--- src/rtl/sign_cmp_pkg.sv ---
// sign_cmp_pkg: shared types and sign-magnitude helper for the shared comparator block.
// rev 1.0
`default_nettype none

package sign_cmp_pkg;

    localparam int DW_DEFAULT = 8;

    typedef logic [DW_DEFAULT-1:0]        sm_t;
    typedef logic signed [DW_DEFAULT-1:0] tc_t;

    typedef enum logic [1:0] {
        IDLE = 2'd0,
        CMP  = 2'd1,
        RESP = 2'd2
    } state_t;

    // -0 maps to 0, so both zero encodings compare equal
    function automatic tc_t sm2tc(input sm_t v);
        tc_t mag;
        mag = $signed({1'b0, v[DW_DEFAULT-2:0]});
        return v[DW_DEFAULT-1] ? -mag : mag;
    endfunction

endpackage

`default_nettype wire

--- src/rtl/sign_cmp_core.sv ---
// sign_cmp_core: combinational signed (sign-magnitude) A >= B comparator.
// rev 1.0
`default_nettype none

module sign_cmp_core
    import sign_cmp_pkg::*;
#(
    parameter int DW = DW_DEFAULT
) (
    input  logic [DW-1:0] a_i,
    input  logic [DW-1:0] b_i,
    output logic          ageb_o
);

    generate
        if (DW == DW_DEFAULT) begin : g_pkg_conv
            assign ageb_o = (sm2tc(sm_t'(a_i)) >= sm2tc(sm_t'(b_i)));
        end else begin : g_generic_conv
            // Same mapping as sm2tc, widened to an overridden operand width
            logic signed [DW-1:0] ta;
            logic signed [DW-1:0] tb;
            assign ta = a_i[DW-1] ? -$signed({1'b0, a_i[DW-2:0]}) : $signed({1'b0, a_i[DW-2:0]});
            assign tb = b_i[DW-1] ? -$signed({1'b0, b_i[DW-2:0]}) : $signed({1'b0, b_i[DW-2:0]});
            assign ageb_o = (ta >= tb);
        end
    endgenerate

endmodule

`default_nettype wire

--- src/rtl/sign_cmp_sched.sv ---
// sign_cmp_sched: round-robin scheduler sharing one sign-magnitude A>=B comparator.
// Optional SIGN_CMP_SCHED_MAX_EN adds rsp_max (larger operand). rev 1.0
`default_nettype none

module sign_cmp_sched
    import sign_cmp_pkg::*;
#(
    parameter  int N_REQ = 4,
    parameter  int DW    = 8,
    localparam int IDW   = $clog2(N_REQ)
) (
    input  logic                clk,
    input  logic                rst,
    input  logic [N_REQ-1:0]    req_valid,
    input  logic [N_REQ*DW-1:0] req_a,
    input  logic [N_REQ*DW-1:0] req_b,
    output logic [N_REQ-1:0]    req_ready,
    output logic                rsp_valid,
    input  logic                rsp_ready,
    output logic [IDW-1:0]      rsp_id,
    output logic                rsp_ageb,
    output logic                busy,
`ifdef SIGN_CMP_SCHED_MAX_EN
    output logic [DW-1:0]       rsp_max,
`endif
    output logic [15:0]         cmp_count
);

    state_t           state_q;
    logic [IDW-1:0]   rr_ptr_q;
    logic [IDW-1:0]   rr_ptr_d;
    logic [IDW-1:0]   id_q;
    logic [DW-1:0]    op_a_q;
    logic [DW-1:0]    op_b_q;
    logic             ageb_q;
    logic             rsp_valid_q;
    logic             busy_q;
    logic [15:0]      cmp_count_q;
    logic [15:0]      cmp_count_d;

    logic [N_REQ-1:0] rot_valid;
    logic [N_REQ-1:0] grant_oh;
    logic [IDW-1:0]   grant_idx;
    logic             grant_any;
    logic             core_ageb;
    int               grant_off;

    function automatic int wrap(input int v);
        return (v >= N_REQ) ? v - N_REQ : v;
    endfunction

    // Rotate so rr_ptr sits at bit 0, take the lowest set bit, rotate back
    always_comb begin
        rot_valid = '0;
        grant_any = 1'b0;
        grant_off = 0;
        grant_oh  = '0;
        for (int i = 0; i < N_REQ; i++) begin
            rot_valid[i] = req_valid[wrap(i + int'(rr_ptr_q))];
        end
        for (int i = 0; i < N_REQ; i++) begin
            if (!grant_any && rot_valid[i]) begin
                grant_any = 1'b1;
                grant_off = i;
            end
        end
        grant_idx = IDW'(wrap(grant_off + int'(rr_ptr_q)));
        if (grant_any) begin
            grant_oh[grant_idx] = 1'b1;
        end
    end

    assign req_ready = (state_q == IDLE && !rst) ? grant_oh : '0;

    assign rr_ptr_d    = (id_q == IDW'(N_REQ - 1)) ? '0 : id_q + 1'b1;
    assign cmp_count_d = (cmp_count_q == 16'hFFFF) ? cmp_count_q : cmp_count_q + 16'd1;

    sign_cmp_core #(
        .DW     (DW)
    ) u_core (
        .a_i    (op_a_q),
        .b_i    (op_b_q),
        .ageb_o (core_ageb)
    );

`ifdef SIGN_CMP_SCHED_MAX_EN
    logic [DW-1:0] max_q;
    always_ff @(posedge clk) begin
        if (rst) begin
            max_q <= '0;
        end else if (state_q == CMP) begin
            max_q <= core_ageb ? op_a_q : op_b_q;
        end
    end
    assign rsp_max = max_q;
`endif

    always_ff @(posedge clk) begin
        if (rst) begin
            state_q     <= IDLE;
            rr_ptr_q    <= '0;
            id_q        <= '0;
            op_a_q      <= '0;
            op_b_q      <= '0;
            ageb_q      <= 1'b0;
            rsp_valid_q <= 1'b0;
            busy_q      <= 1'b0;
            cmp_count_q <= '0;
        end else begin
            case (state_q)
                IDLE: begin
                    if (grant_any) begin
                        op_a_q  <= req_a[int'(grant_idx)*DW +: DW];
                        op_b_q  <= req_b[int'(grant_idx)*DW +: DW];
                        id_q    <= grant_idx;
                        busy_q  <= 1'b1;
                        state_q <= CMP;
                    end
                end
                CMP: begin
                    ageb_q      <= core_ageb;
                    rsp_valid_q <= 1'b1;
                    state_q     <= RESP;
                end
                RESP: begin
                    if (rsp_ready) begin
                        rsp_valid_q <= 1'b0;
                        busy_q      <= 1'b0;
                        rr_ptr_q    <= rr_ptr_d;
                        cmp_count_q <= cmp_count_d;
                        state_q     <= IDLE;
                    end
                end
                default: begin
                    state_q <= IDLE;
                end
            endcase
        end
    end

    assign rsp_valid = rsp_valid_q;
    assign rsp_id    = id_q;
    assign rsp_ageb  = ageb_q;
    assign busy      = busy_q;
    assign cmp_count = cmp_count_q;

endmodule

`default_nettype wire

--- config.mk ---
export PLATFORM = sky130hd
export DESIGN_NAME = sign_cmp_sched
export DESIGN_NICKNAME = d
export VERILOG_FILES = /design/src/rtl/sign_cmp_pkg.sv /design/src/rtl/sign_cmp_core.sv /design/src/rtl/sign_cmp_sched.sv
export SDC_FILE = /design/constraint.sdc
export NUM_CORES = 1
export LEC_CHECK = 0
export ABC_AREA = 1
export CAP_MARGIN = 20
export CORE_ASPECT_RATIO = 1.2
export CORE_MARGIN = 8
export CORE_UTILIZATION = 47
export CTS_CLUSTER_DIAMETER = 80
export CTS_CLUSTER_SIZE = 14
export DETAILED_ROUTE_END_ITERATION = 7
export GPL_ROUTABILITY_DRIVEN = 0
export PLACE_DENSITY = 0.81
export SLEW_MARGIN = 20
export SYNTH_ARGS = -nofsm -noshare
export SYNTH_HDL_FRONTEND = slang
export SYNTH_SLANG_ARGS = --single-unit
--- constraint.sdc ---
create_clock -name clk -period 3.3 [get_ports clk]
set_input_delay 0.495 -clock clk [delete_from_list [all_inputs] [get_ports clk]]
set_output_delay 0.495 -clock clk [all_outputs]
set_load 0.01 [all_outputs]
Word level (Yosys, flattened, before mapping)
Index checks and enable logic that the tools add are counted.
Word-level totals
  register bits after elaboration: 41
  output and inout bits: 25
  word-level logic and storage cells: 99
Operators by class
  $add $sub $neg: 13
  magnitude comparators: 12
  eq/ne operators: 6
  shift operators: 2
  muxes and demuxes: 38
  bitwise logic cells: 1
  reductions and logical operators: 18
Operators by type and width (number)
  $mux 32: 6
  $lt 32x4->1 const B: 4
  $shiftx 32x6->8: 2
  $add 32x3->32: 1
  $ge 32x4->1 const B: 1
  $add 16x1->16 const B: 1
  $eq 16x16->1 const B: 1
  $mux 1: 16
  $mux 8: 2
  $neg 7->8: 2
  $sub 3x3->4 const B: 3
  $ge 3x3->1 const B: 3
  $bmux 1 s2: 4
  $ge 8x8->1: 1
  $mux 2: 4
  $mux 4: 2
  $reduce_and 2->1: 4
  $add 2x2->3 const A: 2
  $pmux 2 s3: 1
  $reduce_and 3->1: 2
  $logic_and 1x1->1: 5
  $eq 2x2->1 const B: 2
  $logic_not 1->1: 4
  $ne 2x2->1 const B: 2
  other kinds (13): 15

Depth between registers and ports, before layout
  word-level depth: 24
  depth in mapped cells: 18

Hierarchy
Synthesis repeated with hierarchy kept, for this count alone.
Second synthesis, totals
  cell total of the unflattened synthesis: 484
  area, all modules: 3071.7 sq um
By module, submodules not included
  sign_cmp_sched: times used 1, cells each 395, area an instance 2568.7 sq um, seq. area each 820.8 sq um
  sign_cmp_core: times used 1, cells each 89, area an instance 503.0 sq um, seq. area each 0.0 sq um

Least setup slack after synthesis
OpenSTA, ideal clock, no wires.
  kind: input -> output
  start point: in req_valid[0]
  end point: out req_ready[1]
  data arrival time: 2.065 ns
  slack: 0.740 ns
  stages on the path: 12
  path buffers: 2
  cell sequence: inv_1 > nand2_1 > nand2_1 > nand2_1 > nand2_1 > a31oi_1 > nor2_1 > ha_1 > clkbuf_1 > buf_2 > nand2_1 > nor2_1
On the way
  longest elaborated chain between the ends: 22
  elaborated cells on any way between the ends: 36
RTL lines
  from (decl): line sign_cmp_sched.sv:14  | input logic [N_REQ-1:0] req_valid,
  $bmux 1 s2: line sign_cmp_sched.sv:59  | rot_valid[i] = req_valid[wrap(i + int'(rr_ptr_q))];
  $mux 1 (implied by the code) (2 in series): line sign_cmp_sched.sv:59
  $mux 1: line sign_cmp_sched.sv:62  | if (!grant_any && rot_valid[i]) begin
  $logic_not 1->1: line sign_cmp_sched.sv:62
  $logic_and 1x1->1: line sign_cmp_sched.sv:62
  $mux 1: line sign_cmp_sched.sv:62
  $logic_not 1->1: line sign_cmp_sched.sv:62
  $logic_and 1x1->1: line sign_cmp_sched.sv:62
  [6 not listed]
  $mux 2 (*): line sign_cmp_sched.sv:49  | return (v >= N_REQ) ? v - N_REQ : v;
  net grant_idx[0]: line sign_cmp_sched.sv:43  | logic [IDW-1:0] grant_idx;
  $lt 2x3->1 (implied by the code) / $ge 2x1->1 (equally long branches): line sign_cmp_sched.sv:69  | grant_oh[grant_idx] = 1'b1;
  $logic_and 1x1->1 (implied by the code): line sign_cmp_sched.sv:69
  $mux 1 (implied by the code): line sign_cmp_sched.sv:69
  $demux 1 s2 (*): line sign_cmp_sched.sv:69
  $mux 4 (*): line sign_cmp_sched.sv:68  | if (grant_any) begin
  $mux 4 (*): line sign_cmp_sched.sv:73  | assign req_ready = (state_q == IDLE && !rst) ? grant_oh : '0;
  to (decl): line sign_cmp_sched.sv:17  | output logic [N_REQ-1:0] req_ready,
Mark *: on every way through the listed nets, which the timed path passes. The rest lies on a longest branch. The select of a mux whose other input is x is not followed.

Worst setup path in the final report
  start point: in req_valid[1]
  end point: out req_ready[2]
On the way
  longest elaborated chain between the ends: 22
  elaborated cells on any way between the ends: 36
RTL lines (line)
  $bmux 1 s2: sign_cmp_sched.sv:59
  $mux 1 (implied by the code) (2 in series): sign_cmp_sched.sv:59
  $mux 1: sign_cmp_sched.sv:62
  $logic_not 1->1: sign_cmp_sched.sv:62
  $logic_and 1x1->1: sign_cmp_sched.sv:62
  $mux 1: sign_cmp_sched.sv:62
  $logic_not 1->1: sign_cmp_sched.sv:62
  $logic_and 1x1->1: sign_cmp_sched.sv:62
  [5 not listed]
  $ge 32x4->1 / $sub 2x1->2 (equally long branches): sign_cmp_sched.sv:49
  $mux 2: sign_cmp_sched.sv:49
  $lt 2x3->1 (implied by the code) / $ge 2x1->1 (equally long branches): sign_cmp_sched.sv:69
  $logic_and 1x1->1 (implied by the code): sign_cmp_sched.sv:69
  $mux 1 (implied by the code): sign_cmp_sched.sv:69
  $demux 1 s2: sign_cmp_sched.sv:69
  $mux 4 (*): sign_cmp_sched.sv:68
  $mux 4 (*): sign_cmp_sched.sv:73
Every way passes the cells marked *; elsewhere a longest branch is shown, timed or not. The select of a mux whose other input is x is not followed.

==> results.md <==
* Status: finished, final reports clean
* Synthesized Nets at roughly 570
* Fin nets at 663
* Core area at 6370 sq um
* Distinct cells, synth at 31
* TritonCTS Buffers at 5
* R2r worst-path depth at 13
* Drt first pass iters at 4
* Synthesized cell area at 3080 sq um
* Area Overhead vs Synth at 36.6%
* Vias in the first global route at 3395
* Final instance area at between 4000 and 5000 sq um
* CTS root buf: clkbuf_8
* Crit end category: output pin
* Final slew viol count at 0
* Leak pwr at 1.89 nW
* Max Cap Violations at 0
* Total power at about 0.0018 W
* Register area share after synthesis at 0.267
* Fin crit period at 3.04 ns
* Post-CTS Hold Fix Bufs at 0
* Actual slew at the worst max-slew pin at 0.462 ns
* Antenna-violating nets left at 0
* Via-per-instance ratio at about 5
* Critical Path AT at 2.54 ns
* RSZ-0062 raised after global routing: false
* Clock Sink Count at 41
* Post-synthesis register bit count at a little over 40
* Placed cells at approximately 660
* Die height at 105 um
* Power per cell area at 422 nW/um^2
* Hold depth at 2
* I/O pin cnt at 96
* Post-place setup slack at -0.0191 ns
* Cell accounting for the most synthesized area: dfxtp_1
* Mapped Cells at 482
* Initial antenna violation count at 0
* Clk pwr share at 0.178
* Share of layout cells above drive strength 1 at 0.0621
* CTS tree: built
* Die ar. at 9400 sq um
* Worst Path Required at about 2.8 ns
* DRC errors left at 0
* Top cells by area, synth: dfxtp_1, nand2_1, mux2i_1, nand3_1, ha_1
* Setup Skew at 0.00955 ns
* Final setup margin at 0.262 ns
* Synth top area share at 0.267
* CTS max path bufs at 2
* Non-Filler Instances at approximately 670
* Final Cycle Share at 0.920
* Global-route wire length before repair at 14.0 mm
* Pin count of the biggest net entering global routing at 33
* Setup TNS at 0 ns
* Wire length per cell at 12.1 um
* Syn Area/Cell at 6.38 sq um
* H-Tree Depth at 2
* Fmax at 329 MHz
* Post-CTS Setup Repair Bufs at 0
* Detail Placement HPWL at 6.65 mm
* CP startpoint kind: input pin
* Ant. Diodes at 0
* Final Setup Violations at 0
* Critical path fanouts, max at 5
* FP Rows at 32
* Hold Crit Class: flip-flop to flip-flop
* Sw Share at 0.383
* Total track usage at 0.172
* Initial Util at 0.483
* Final hold vios at 0
* Yosys warns at 0
* Worst Setup Path Type: input pin to output pin
* Switching Power at 0.000679 W
* Clk_lat worst skew at 0.29 ns
* CTS clk-pin slew, worst paths at about 0.08 ns
* Pint at 0.00110 W
* Worst rel slew slack at 0.691
* Port buffer count at 95
* Die width at 89.8 um
* Iter 0 DRT Violations at 80
* Comb pwr share at 0.471
* DR vias at 3298
* Routed wire length at between 8 and 9 mm
* Peak supply drop at 0.231 mV
* Sequential share of power at 0.351
* Placed Area at 4110 sq um
* GRT overflow at 0
==> placed cells by master, fill, tap and decap left out, drive strengths merged, types with 8 or more instances in the layout <==
cell / count
a21oi: 23
buf: 12
clkdlybuf4s50: 91
dfxtp: 41
ha: 13
inv: 45
mux2i: 22
nand2: 197
nand3: 41
nor2: 31
nor3: 11
o21ai: 8
xnor2: 10
xor2: 9
==> layer usage <==
metal  global-route usage  up-vias  wire [um]
met1                0.178     1410       3430
met5                    0        -          0
met2                0.301      124       3650
li1                     -     1737          -
met3               0.0666       27        670
met4               0.0800        0        270
==> repair_timing <==
| item | 4_1_cts | 5_1_grt |
|---|---|---|
| setup endpoints to repair | 3 | 1 |
| gates resized for setup | 3 | 3 |
| hold endpoints to repair | 0 | 0 |
==> per-stage QoR <==
stage / util / hold slack [ns]
detailed placement: 0.646 / 0.464
global route: 0.660 / 0.491
finish: 0.660 / 0.476
floorplan: - / 0.443
global placement: 0.646 / 0.463
CTS: 0.658 / 0.477
==> final timing paths <==
| path | startpoint | end | slack, ns |
|---|---|---|---|
| setup / recovery | req_valid[1] | req_ready[2] | 0.26 |
| hold / removal | op_a_q[0] | op_a_q[0] | 0.48 |
| setup reg to reg | rr_ptr_q[1] | op_b_q[0] | 0.80 |
| hold reg to reg | op_a_q[0] | op_a_q[0] | 0.48 |
==> cell type report <==
cell class	count	area, sq um
clock inverters	2	10.0
inverters	45	171
multi-input cells	379	1980
clock buffers	6	72.6
well taps	85	106
repair buffers	107	1040
flip-flops and latches	41	822
fillers	554	2160
==> power groups by stage <==
stage	logic [W]	clock network [W]	registers, W
after floorplan	0.000606	0	0.000619
after global placement	0.000817	0	0.000629
after detailed placement	0.000843	0	0.000631
after CTS	0.000846	0.000326	0.000621
after global routing	0.000961	0.000353	0.000631
final	0.000836	0.000316	0.000622
==> sequential cells by signal, indices dropped and copies added, names as in the netlist <==
name,flops
cmp_count,16
op_b_q,8
state_q,2
rr_ptr_q,2
rsp_ageb,1
op_a_q,8
rsp_valid,1
rsp_id,2
busy,1
==> worst max-delay path, stage by stage <==
cell	delay, ns
clkdlybuf4s50_1	0.48
inv_1	0.05
nand2_1	0.07
nand2_1	0.06
nand2_1	0.06
nand2_1	0.07
a31oi_1	0.13
nor2_1	0.06
ha_1	0.20
xor2_2	0.16
inv_1	0.08
nand3_2	0.08
nand2_2	0.11
nand2_1	0.08
nor2_1	0.08
dlygate4sd2_1	0.27
==> cell families (layout without fill, tap and decap cells) <==
family	after synthesis	in the layout	synth area share
and+or+nand+nor	286	286	0.389
AOI/OAI and AO/OA	39	39	0.0741
adders and majority gates	13	13	0.0529
buffers and inverters	62	160	0.0919
muxes	22	22	0.0716
DFF	41	41	0.267
xor gates and xnor gates	19	19	0.0541
==> cells in the mapped netlist <==
cell type,count
nand2_1,188
inv_1,43
dfxtp_1,41
nand3_1,39
nor2_1,30
a21oi_1,22
mux2i_1,22
ha_1,13
nor3_1,11
xnor2_1,10
nand2_2,9
xor2_1,9
o21ai_0,8
buf_2,5
clkbuf_1,5
nand4_1,5
buf_6,4
buf_4,3
a211oi_1,2
nand3_2,2
a21oi_4,1
a22o_1,1
a31oi_1,1
inv_2,1
inv_4,1
nor2_4,1
nor3b_1,1
o21a_1,1
o21bai_1,1
o31ai_1,1
o41ai_1,1
(Power assumes the default switching activity.)
